## config.mk

```make
export PLATFORM = sky130hd
export DESIGN_NAME = sap_control_sequencer_flat
export DESIGN_NICKNAME = d
export VERILOG_FILES = /design/src/rtl/sap_ctrl_pkg.sv /design/src/rtl/sap_control_sequencer_if.sv /design/src/rtl/sap_tstate_ring.sv /design/src/rtl/sap_control_sequencer.sv /design/src/flat_wrapper.sv
export SDC_FILE = /design/constraint.sdc
export NUM_CORES = 1
export LEC_CHECK = 0
export ABC_AREA = 1
export CAP_MARGIN = 20
export CORE_AREA = 2 2 39 41
export DETAILED_ROUTE_END_ITERATION = 12
export DIE_AREA = 0 0 41 43
export PLACE_DENSITY = 0.68
export REMOVE_ABC_BUFFERS = 1
export SLEW_MARGIN = 10
export SYNTH_ARGS = -nofsm -noshare
export SYNTH_HDL_FRONTEND = slang
export SYNTH_SLANG_ARGS = --single-unit
```

## constraint.sdc

```tcl
create_clock -name clk -period 1.7 [get_ports clk]
set_input_delay 0.34 -clock clk [delete_from_list [all_inputs] [get_ports clk]]
set_output_delay 0.34 -clock clk [all_outputs]
set_load 0.02 [all_outputs]
```

## src/rtl/sap_ctrl_pkg.sv

```systemverilog
// rtl/sap_ctrl_pkg.sv - shared constants, control-word bit map and state types for the SAP-U sequencer
package sap_ctrl_pkg;

  localparam int OPW    = 4;
  localparam int CW_W   = 12;
  localparam int T_LAST = 6;

  // Control-word bit indices, MSB..LSB
  localparam int CW_PC_INC     = 11;
  localparam int CW_PC_OUT_N   = 10;
  localparam int CW_MAR_LOAD_N = 9;
  localparam int CW_RAM_OUT_N  = 8;
  localparam int CW_IR_LOAD_N  = 7;
  localparam int CW_IR_OUT_N   = 6;
  localparam int CW_A_LOAD_N   = 5;
  localparam int CW_A_OUT_N    = 4;
  localparam int CW_B_LOAD_N   = 3;
  localparam int CW_ALU_OUT_N  = 2;
  localparam int CW_ALU_SUB    = 1;
  localparam int CW_OUT_LOAD_N = 0;

  // Every active-low pin released, incrementer and subtract off
  localparam logic [CW_W-1:0] CW_IDLE = 12'b0111_1111_1101;

  localparam logic [OPW-1:0] OP_LDA = 4'h0;
  localparam logic [OPW-1:0] OP_ADD = 4'h1;
  localparam logic [OPW-1:0] OP_SUB = 4'h2;
  localparam logic [OPW-1:0] OP_OUT = 4'hE;
  localparam logic [OPW-1:0] OP_HLT = 4'hF;

  // T-state encodings as seen on the tstate output; 0 means not running
  localparam logic [2:0] T_IDLE = 3'd0;
  localparam logic [2:0] T1     = 3'd1;
  localparam logic [2:0] T2     = 3'd2;
  localparam logic [2:0] T3     = 3'd3;
  localparam logic [2:0] T4     = 3'd4;
  localparam logic [2:0] T5     = 3'd5;
  localparam logic [2:0] T6     = 3'd6;

  typedef enum logic [1:0] {
    ST_IDLE = 2'd0,
    ST_RUN  = 2'd1,
    ST_HALT = 2'd2
  } seq_state_e;

endpackage

```

## src/rtl/sap_control_sequencer_if.sv

```systemverilog
// rtl/sap_control_sequencer_if.sv - run/opcode in, control word and status out of the sequencer
interface sap_control_sequencer_if;
  import sap_ctrl_pkg::*;

  logic            run;
  logic [OPW-1:0]  opcode;
  logic [CW_W-1:0] cw;
  logic [2:0]      tstate;
  logic            halted;

  // The sequencer owns the control word and status
  modport master (
    input  run,
    input  opcode,
    output cw,
    output tstate,
    output halted
  );

  // The machine side supplies run and the IR opcode nibble
  modport slave (
    output run,
    output opcode,
    input  cw,
    input  tstate,
    input  halted
  );

endinterface

```

## src/rtl/sap_tstate_ring.sv

```systemverilog
// rtl/sap_tstate_ring.sv - six-phase T-state ring with idle, run and halt handling
module sap_tstate_ring
  import sap_ctrl_pkg::*;
(
  input  logic       clk,
  input  logic       clr_n,
  input  logic       run,
  input  logic       hlt_req,
  output seq_state_e state,
  output logic [2:0] tstate
);

  seq_state_e state_q, state_d;
  logic [2:0] t_q, t_d;

  // State and T-state registers; clear drops straight back to idle even mid-instruction
  always_ff @(posedge clk or negedge clr_n) begin
    if (!clr_n) begin
      state_q <= ST_IDLE;
      t_q     <= T_IDLE;
    end else begin
      state_q <= state_d;
      t_q     <= t_d;
    end
  end

  // Next state: run is only sampled at instruction boundaries, halt is sticky until clear
  always_comb begin
    state_d = state_q;
    t_d     = t_q;
    unique case (state_q)
      ST_IDLE: begin
        if (run) begin
          state_d = ST_RUN;
          t_d     = T1;
        end
      end
      ST_RUN: begin
        if (t_q == T4 && hlt_req) begin
          state_d = ST_HALT;
          t_d     = T_IDLE;
        end else if (t_q == 3'(T_LAST)) begin
          if (run) begin
            t_d = T1;
          end else begin
            state_d = ST_IDLE;
            t_d     = T_IDLE;
          end
        end else begin
          t_d = t_q + 3'd1;
        end
      end
      ST_HALT: begin
        state_d = ST_HALT;
        t_d     = T_IDLE;
      end
      default: begin
        state_d = ST_IDLE;
        t_d     = T_IDLE;
      end
    endcase
  end

  assign state  = state_q;
  assign tstate = t_q;

endmodule

```

## src/rtl/sap_control_sequencer.sv

```systemverilog
// rtl/sap_control_sequencer.sv - SAP-U T-state controller: ring counter plus opcode/T-state decoder
module sap_control_sequencer
  import sap_ctrl_pkg::*;
(
  input  logic                    clk,
  input  logic                    clr_n,
  sap_control_sequencer_if.master bus
);

  seq_state_e      state;
  logic [2:0]      tstate;
  logic            hlt_req;
  logic [CW_W-1:0] cw_d;

  assign hlt_req = (bus.opcode == OP_HLT);

  sap_tstate_ring u_ring (
    .clk     (clk),
    .clr_n   (clr_n),
    .run     (bus.run),
    .hlt_req (hlt_req),
    .state   (state),
    .tstate  (tstate)
  );

  // Control-word decode; each T-state enables at most one bus driver
  always_comb begin
    cw_d = CW_IDLE;
    if (state == ST_RUN) begin
      unique case (tstate)
        T1: begin
          cw_d[CW_PC_OUT_N]   = 1'b0;
          cw_d[CW_MAR_LOAD_N] = 1'b0;
        end
        T2: begin
          cw_d[CW_PC_INC] = 1'b1;
        end
        T3: begin
          cw_d[CW_RAM_OUT_N] = 1'b0;
          cw_d[CW_IR_LOAD_N] = 1'b0;
        end
        T4: begin
          if (bus.opcode == OP_LDA || bus.opcode == OP_ADD || bus.opcode == OP_SUB) begin
            cw_d[CW_IR_OUT_N]   = 1'b0;
            cw_d[CW_MAR_LOAD_N] = 1'b0;
          end else if (bus.opcode == OP_OUT) begin
            cw_d[CW_A_OUT_N]    = 1'b0;
            cw_d[CW_OUT_LOAD_N] = 1'b0;
          end
        end
        T5: begin
          if (bus.opcode == OP_LDA) begin
            cw_d[CW_RAM_OUT_N] = 1'b0;
            cw_d[CW_A_LOAD_N]  = 1'b0;
          end else if (bus.opcode == OP_ADD || bus.opcode == OP_SUB) begin
            cw_d[CW_RAM_OUT_N] = 1'b0;
            cw_d[CW_B_LOAD_N]  = 1'b0;
          end
        end
        T6: begin
          if (bus.opcode == OP_ADD || bus.opcode == OP_SUB) begin
            cw_d[CW_ALU_OUT_N] = 1'b0;
            cw_d[CW_A_LOAD_N]  = 1'b0;
            cw_d[CW_ALU_SUB]   = (bus.opcode == OP_SUB);
          end
        end
        default: cw_d = CW_IDLE;
      endcase
    end
  end

  assign bus.cw     = cw_d;
  assign bus.tstate = tstate;
  assign bus.halted = (state == ST_HALT);

endmodule
```

## src/flat_wrapper.sv

```systemverilog
// flat-port wrapper written by rule: the top's interface ports become plain ports
module sap_control_sequencer_flat import sap_ctrl_pkg::*;
  (clk, clr_n, bus_run, bus_opcode, bus_cw, bus_tstate, bus_halted);
  sap_control_sequencer_if bus_i ();
  input  logic clk;
  input  logic clr_n;
  input wire logic [$bits(bus_i.run)-1:0] bus_run;
  input wire logic [$bits(bus_i.opcode)-1:0] bus_opcode;
  output wire logic [$bits(bus_i.cw)-1:0] bus_cw;
  output wire logic [$bits(bus_i.tstate)-1:0] bus_tstate;
  output wire logic [$bits(bus_i.halted)-1:0] bus_halted;
  assign bus_i.run = bus_run;
  assign bus_i.opcode = bus_opcode;
  assign bus_cw = bus_i.cw;
  assign bus_tstate = bus_i.tstate;
  assign bus_halted = bus_i.halted;
  sap_control_sequencer u_core (.clk(clk), .clr_n(clr_n), .bus(bus_i));
endmodule
```

After elaboration in Yosys (flattened, before gate mapping)
Index checks and enable logic that the tools add are counted.

Flip-flop bits (word level): 5. Bits of input ports: 7. Word-level logic and storage cells: 54.

Add/sub/neg operators: 1. Eq/ne operators: 15. Multiplexer cells: 29. Reduce and logical (&&, ||, !) cells: 7.

Operator list (number): 2-to-1 mux 1 bit (14); 2-to-1 mux 12 bit (1); 2-to-1 mux 2 bit (6); equality test 3 bit (second input constant) (3); 2-to-1 mux 3 bit (3); equality test 4 bit (second input constant) (2); equality test 3 x 2 -> 1 bit (second input constant) (2); != test 3 bit (second input constant) (2); case mux 1 bit (2 select lines) (3); case mux 2 bit (3 select lines) (1); case mux 3 bit (2 select lines) (1); equality test 4 x 1 -> 1 bit (second input constant) (1); equality test 4 x 2 -> 1 bit (second input constant) (1); logical NOT 4 bit (1); adder 3 x 1 -> 3 bit (second input constant) (1); equality test 3 x 1 -> 1 bit (second input constant) (1); logical OR 1 bit (3); AND reduction 3 bit (1); equality test 2 x 1 -> 1 bit (second input constant) (1); equality test 2 bit (second input constant) (1); logical NOT 2 bit (1); != test 2 bit (second input constant) (1); logical AND 1 bit (1).

Logic depth before layout (Yosys ltp)
Gate-level depths: netlist of the first run.

Word-level depth: 6. Mapped depth: 7. Depth with buffers taken out: 7.

By module
Synthesis of the first run repeated with hierarchy kept, for this count alone.

Cells, all modules: 91. Area, all modules: 519.2 µm².

By module, submodules not included: sap_tstate_ring (times used 1, cells each 42, area each 290.3 µm², seq. area each 125.1 µm²); sap_control_sequencer (times used 1, cells each 49, area each 229.0 µm², seq. area each 0.0 µm²).

Worst setup path after synthesis of the first run
No wires, ideal clock.

Kind: reg2out. Start: reg u_core.u_ring.t_q[2] (netlist: u_core.u_ring.tstate[2]). End: out bus_cw[4]. Data arrival time: 1.387 ns. Setup slack: -0.027 ns. Cell stages (with the launch flop): 5. Buffers on the path: 1. Cells stage by stage: dfrtp_1 nand2_2 nor3_2 nand4_1 buf_4.

Longest elaborated chain between the ends: 3.

RTL lines: start: declaration (RTL line sap_tstate_ring.sv:14) `logic [2:0] t_q, t_d;`; start signal: assignment (RTL line sap_tstate_ring.sv:23) `t_q <= t_d;`; equality test 3 bit (RTL line sap_control_sequencer.sv:30) `unique case (tstate)`; 2-to-1 mux 1 bit (RTL line sap_control_sequencer.sv:30); 2-to-1 mux 12 bit (RTL line sap_control_sequencer.sv:29) `if (state == ST_RUN) begin`; end: declaration (RTL line flat_wrapper.sv:9) `output wire logic [$bits(bus_i.cw)-1:0] bus_cw;`.

No other way between the ends.

Worst setup path in the final report of the first run
Start: reg u_core.u_ring.t_q[0] (netlist: u_core.u_ring.tstate[0]). End: out bus_cw[8].

Longest elaborated chain between the ends: 3. Elaborated cells on any way between the ends: 4.

RTL lines (RTL line): equality test 3 bit or equality test 3 x 2 -> 1 bit (tied branches) (sap_control_sequencer.sv:30); case mux 1 bit (2 select lines) * (sap_control_sequencer.sv:30); 2-to-1 mux 12 bit * (sap_control_sequencer.sv:29).

Mark *: on every way between the ends. The rest lies on a longest branch, timed or not.

==> results by group, run 1 <==
Status
  • Run status: finished clean

Clock tree
  • Worst-Skew Late Latency: 0.24 ns
  • Reg clk slew, reported paths: 0.04 ns
  • TritonCTS clock tree: done
  • H-tree levels: 1
  • Clock root buffer: clkbuf_4
  • Post-CTS Hold Buffers: 0
  • TritonCTS Buffers: 3
  • Clock Sinks: 5
  • Max clock buf depth: 2

STA
  • Slew HR: 0.844
  • Min Hold Slack: 0.320 ns
  • Tcrit/Tclk final: 0.986
  • Worst slew pin tran: 0.234 ns
  • Clock skew: 0.00183 ns
  • Unrepaired setup endpoints after global routing: true
  • Setup violators final: 0
  • Final hold vios: 0
  • Max-slew violations: 0
  • Fmax: 597 MHz
  • Setup total negative slack: 0 ns
  • Min cycle time layout: 1.68 ns

Floorplanning
  • Core area: 1380 um^2
  • Io pins: 23
  • Initial Util: 0.330
  • Chip height: 43 um
  • Die ar.: 1760 um^2
  • Die W: 41 um
  • Row cnt: 14

Global routing
  • Number of global-route vias before repair: 614
  • Global route overflow: 0
  • Largest net degree at the start of global routing: 7
  • First-pass GRT wire length: 2260 um
  • Antenna violations before repair: 0
  • GRT Total Usage: 0.188

Setup path
  • CP Capture Type: output pin
  • R2r setup slk: 0.48 ns
  • Crit-path slowest cell: dfrtp_1
  • Cell breakdown of the critical path: buf_6, nand2_2, inv_2, ha_4, o211ai_1, buf_4
  • CP startpoint kind: flip-flop
  • CP max FO: 2
  • Crit-path max cell delay: 0.39 ns
  • R2r endpoint: u_core.u_ring.tstate[2]$_DFFE_PN0P_
  • Setup Crit Path Kind: reg2out
  • WP data arrival: 1.34 ns
  • RR Startpoint: u_core.u_ring.tstate[0]$_DFFE_PN0P_
  • Crit path from: u_core.u_ring.tstate[0]$_DFFE_PN0P_
  • Critical path endpoint: bus_cw[8]
  • Worst EP required: 1.36 ns
  • Register-to-Register Path Depth: 8

Cells and area
  • # nets final: 132
  • Commonest non-fill, non-tap cell in the layout: buf_4
  • Layout overhead on the synthesized area: 101%
  • Most frequent cells in the layout: buf_4, nand2_1, inv_1
  • Share of layout cells above drive strength 1: 0.480
  • FILL cells: 149
  • Antenna diode count: 0

Synth
  • Mux share of post-synthesis cell area: 0
  • Yosys warnings: 0
  • Mapped Area: 457 um^2
  • Seq/Total Area, Yosys: 0.274
  • Post-Synth Simple-Gate Area: 0.490
  • Mapped Avg Cell Area: 6.26 um^2
  • Distinct cells, synth: 21
  • Synth Area in XOR/XNOR: 0
  • Synth Area in Adders: 0.0274
  • Compound-Gate Fraction of Synth Area: 0.0685
  • Main combinational cell family by area after synthesis: simple AND/OR/NAND/NOR gates
  • Gate Count Post-Synth: 73
  • #FFs+latches synth: 5

Power and ir drop
  • LEAKAGE: 0.485 nW
  • Pwr dens: 1510 nW/um^2
  • Max VDD drop: 861 uV
  • Sw Pwr: 0.640 mW
  • Clock network power share: 0.099
  • Pint: 0.742 mW
  • Switching Share: 0.463
  • Combinational share of power: 0.751
  • Sequential share of power: 0.150

Job
  • Max cap viols: 0

Min path
  • Min-Delay Path Class: in2async

Placement
  • GP Congestion: 0.752
  • # port buffers: 22
  • Detail Placement HPWL: 1130 um

Detailed routing
  • DR DRC count: 0
  • Starting DRT DRC Count: 7
  • Final ANT Viol Nets: 0
  • Routed len/inst: 10.7 um
  • DR pass1 iterations: 2
  • Final wirelength: 1490 um
  • Via/cell ratio: 4.65
  • DR vias: 647
cell usage after synthesis, drive strengths merged:
cell type,number,area (um^2)
o21ai,1,5.00
dfrtp,5,125
a31oi,1,6.26
o21bai,1,7.51
inv,15,56.3
nor2,10,47.6
nand3,6,35.0
ha,1,12.5
nand3b,1,7.51
nor3,2,15.0
buf,1,7.51
a21oi,1,5.00
nand4,5,31.3
nand2,22,87.6
o211ai,1,7.51
critical path: cells and delay by family, from the launching register on:
kind | cells | cell delay [ns]
flip-flops | 1 | 0.39
buffers and inverters | 3 | 0.35
AO/OA/AOI/OAI | 1 | 0.16
adder cells (fa/ha/maj) | 1 | 0.14
AND/OR/NAND/NOR | 1 | 0.05
logic make-up (layout without fill, tap and decap cells):
logic type      after synthesis  count (layout)
compound gates                5               5
fa+ha+maj                     1               1
buf+inv                      16              66
flops                         5               5
simple gates                 46              46
worst min path at each step:
stage / startpoint / endpoint / slack [ns]
after floorplan: clr_n / u_core.u_ring.state[0]$_DFFE_PN0P_ / 0.04
after global placement: clr_n / u_core.u_ring.state[0]$_DFFE_PN0P_ / 0.58
after detailed placement: clr_n / u_core.u_ring.tstate[0]$_DFFE_PN0P_ / 0.58
after CTS: clr_n / u_core.u_ring.tstate[0]$_DFFE_PN0P_ / 0.32
after global routing: clr_n / u_core.u_ring.tstate[0]$_DFFE_PN0P_ / 0.33
final: clr_n / u_core.u_ring.tstate[0]$_DFFE_PN0P_ / 0.32
power groups by stage:
stage               sequential, mW  combinational, mW  clock, mW
floorplan                    0.280              0.358          0
global placement             0.203              0.924          0
detailed placement           0.205              0.932          0
CTS                          0.197              0.937      0.143
global route                 0.212               1.13      0.153
finish                       0.208               1.04      0.137
per-layer routing:
metal | GRT usage | wire, um
met5 | 0 | 0
met4 | 0.100 | 25
met3 | 0.0314 | 99
met2 | 0.328 | 790
met1 | 0.198 | 572
per-stage QoR:
step,power [mW],instance area (um^2),utilization,setup WS (ns),std cells
floorplan,0.638,449,-,0.0852,72
global placement,1.13,847,0.612,-0.523,131
detailed placement,1.14,847,0.612,-0.566,131
CTS,1.28,856,0.618,-0.0275,137
global route,1.49,917,0.663,-0.0413,139
finish,1.38,917,0.663,0.0237,139
final cells by class:
type | count | area [um^2] | share of cell area
sequential | 5 | 125 | 0.136
inverter | 15 | 61.3 | 0.0668
tap | 16 | 20.0 | 0.0218
clock buffer | 4 | 26.3 | 0.0286
timing repair buffer | 47 | 363 | 0.396
multi-input combinational | 52 | 322 | 0.351
state kept, by name, summed over array words and instances (netlist names):
| signal | flops |
|---|---|
| u_core.u_ring.tstate | 3 |
| u_core.u_ring.state | 2 |
what timing repair did:
action,in CTS,in global routing
gates resized for setup,59,24
setup buffers,2,2
endpoints found under the setup margin,16,12
pin swaps,6,6
Power figures use the tool's default switching activity.
==> inputs of run 2 (changes only) <==
--- a/config.mk
+++ b/config.mk
@@ -8,6 +8,7 @@
 export ABC_AREA = 1
 export CAP_MARGIN = 20
 export CORE_AREA = 2 2 39 41
+export CTS_BUF_LIST = sky130_fd_sc_hd__clkbuf_16
 export DETAILED_ROUTE_END_ITERATION = 12
 export DIE_AREA = 0 0 41 43
 export PLACE_DENSITY = 0.68
==> run 2 against run 1 <==
  * Clock power grew to 2.8 times the previous value
  * Sequential power hardly changed
  * Maximum frequency is 1.2% higher
  * Cell count is 2.2% lower
  * Largest cell class unchanged
  * Core utilization is 2.2 points lower
  * Sequential share of layout area is 0.46 points higher
  * Wire length is 1.9% lower
  * Die area stayed put
==> results by group, run 2 (same netlist as run 1, synthesis figures left out) <==
Floorplanning
  • Initial Util: 0.330
  • Chip height: 43 um
  • Die W: 41 um
  • Io pins: 23
  • Die ar.: 1760 um^2
  • Core area: 1380 um^2
  • Row cnt: 14

Status
  • Run status: finished clean

Power and ir drop
  • Sequential share of power: 0.140
  • Clock network power share: 0.257
  • Switching Share: 0.409
  • Pint: 0.880 mW
  • Sw Pwr: 0.609 mW
  • Max VDD drop: 1030 uV
  • LEAKAGE: 0.486 nW
  • Pwr dens: 1680 nW/um^2
  • Combinational share of power: 0.603

Detailed routing
  • DR pass1 iterations: 2
  • Starting DRT DRC Count: 6
  • DR DRC count: 0
  • Final ANT Viol Nets: 0
  • Via/cell ratio: 4.62
  • DR vias: 628
  • Routed len/inst: 10.7 um
  • Final wirelength: 1460 um

Placement
  • Dpl ws: -0.566 ns
  • Placed cell areas: 847 um^2
  • DP Cell Count: 131
  • GP Congestion: 0.752
  • # port buffers: 22
  • Detail Placement HPWL: 1130 um

Clock tree
  • Max clock buf depth: 2
  • TritonCTS clock tree: done
  • TritonCTS Buffers: 3
  • Worst-Skew Late Latency: 0.23 ns
  • Reg clk slew, reported paths: 0.03 ns
  • Post-CTS Hold Buffers: 0
  • Clock Sinks: 5
  • Clock root buffer: clkbuf_16
  • H-tree levels: 1

STA
  • Unrepaired setup endpoints after global routing: true
  • Min Hold Slack: 0.339 ns
  • Max-slew violations: 0
  • Setup violators final: 0
  • Worst slew pin tran: 0.236 ns
  • Min cycle time layout: 1.66 ns
  • Worst setup margin: 0.0442 ns
  • Fmax: 604 MHz
  • Final hold vios: 0
  • Clock skew: 0.000723 ns
  • Slew HR: 0.842
  • Tcrit/Tclk final: 0.974

Setup path
  • R2r setup slk: 0.53 ns
  • RR Startpoint: u_core.u_ring.tstate[0]$_DFFE_PN0P_
  • CP max FO: 4
  • CP startpoint kind: flip-flop
  • Worst EP required: 1.36 ns
  • CP Capture Type: output pin
  • Setup Crit Path Kind: reg2out
  • R2r endpoint: u_core.u_ring.tstate[2]$_DFFE_PN0P_
  • WP data arrival: 1.32 ns
  • Register-to-Register Path Depth: 6

Cells and area
  • Share of layout cells above drive strength 1: 0.433
  • # nets final: 129
  • Antenna diode count: 0
  • Max reg flops: 3
  • Most frequent cells in the layout: buf_4, nand2_1, inv_1
  • Post-route insts no fill: 136
  • Finished Cell Area: 887 um^2
  • Commonest non-fill, non-tap cell in the layout: buf_4
  • Layout overhead on the synthesized area: 94.2%

Min path
  • Min-Delay Path Class: in2async

Global routing
  • Global route overflow: 0
  • Number of global-route vias before repair: 613
  • Antenna violations before repair: 0
  • GRT Total Usage: 0.188
  • First-pass GRT wire length: 2280 um
  • Largest net degree at the start of global routing: 7

Job
  • Max cap viols: 0
run 2: cell types whose count changed in the layout (fill, tap and decap cells not counted), sizes merged:
cell / before / now
buf: 37 / 33
inv: 15 / 16
run 2: area by class of cell:
type | instances | area (um^2)
flip-flops and latches | 5 | 125
clock buffers | 3 | 75.1
multi-input cells | 52 | 292
clock inverters | 1 | 3.75
inverters | 15 | 56.3
well taps | 16 | 20.0
fillers | 151 | 497
repair buffers | 44 | 315
run 2: worst max-delay path by stage:
stage	startpoint	depth (start not counted)	slack, ns	endpoint
final	u_core.u_ring.state[1]$_DFFE_PN0P_	8	0.04	bus_cw[5]
after global routing	u_core.u_ring.state[1]$_DFFE_PN0P_	8	-0.04	bus_cw[5]
after CTS	u_core.u_ring.tstate[0]$_DFFE_PN0P_	4	-0.02	bus_cw[9]
after detailed placement	bus_opcode[1]	9	-0.57	bus_cw[5]
after global placement	bus_opcode[1]	6	-0.52	bus_cw[1]
after floorplan	u_core.u_ring.tstate[2]$_DFFE_PN0P_	3	0.09	bus_cw[0]
run 2: per-stage QoR:
stage / setup TNS, ns / utilization / total power [mW]
floorplan: 0 / - / 0.638
global placement: -4.38 / 0.612 / 1.13
detailed placement: -4.66 / 0.612 / 1.14
CTS: -0.0444 / 0.645 / 1.48
global route: -0.0439 / 0.641 / 1.60
finish: 0 / 0.641 / 1.49
run 2: critical path: stages, from the launching register on:
cell     delay, ns
dfrtp_1       0.37
inv_2         0.07
nand2_4       0.07
buf_4         0.14
nor2_2        0.11
nand2_1       0.08
nand2_1       0.07
inv_1         0.03
buf_2         0.14
run 2: power groups by stage:
stage          Clock, mW  Sequential [mW]  Combinational (mW)
2_1_floorplan          0            0.280               0.358
3_3_place_gp           0            0.203               0.924
3_5_place_dp           0            0.205               0.932
4_1_cts            0.388            0.204               0.890
5_1_grt            0.394            0.214               0.988
6_report           0.382            0.208               0.898
run 2: per-layer routing:
layer  global-route usage  up-vias  part of all wire  wire length (um)
met5                    0        -                 0                 0
met4                0.100        0             0.020                29
met3               0.0157        4             0.077               112
met2                0.328       23              0.51               750
met1                0.208      274              0.39               566
li1                     -      327                 -                 -
run 2: repair_timing:
action,4_1_cts,5_1_grt
resized for setup,54,11
buffers inserted,0,1
pin swaps,4,2
setup endpoints to repair,16,9
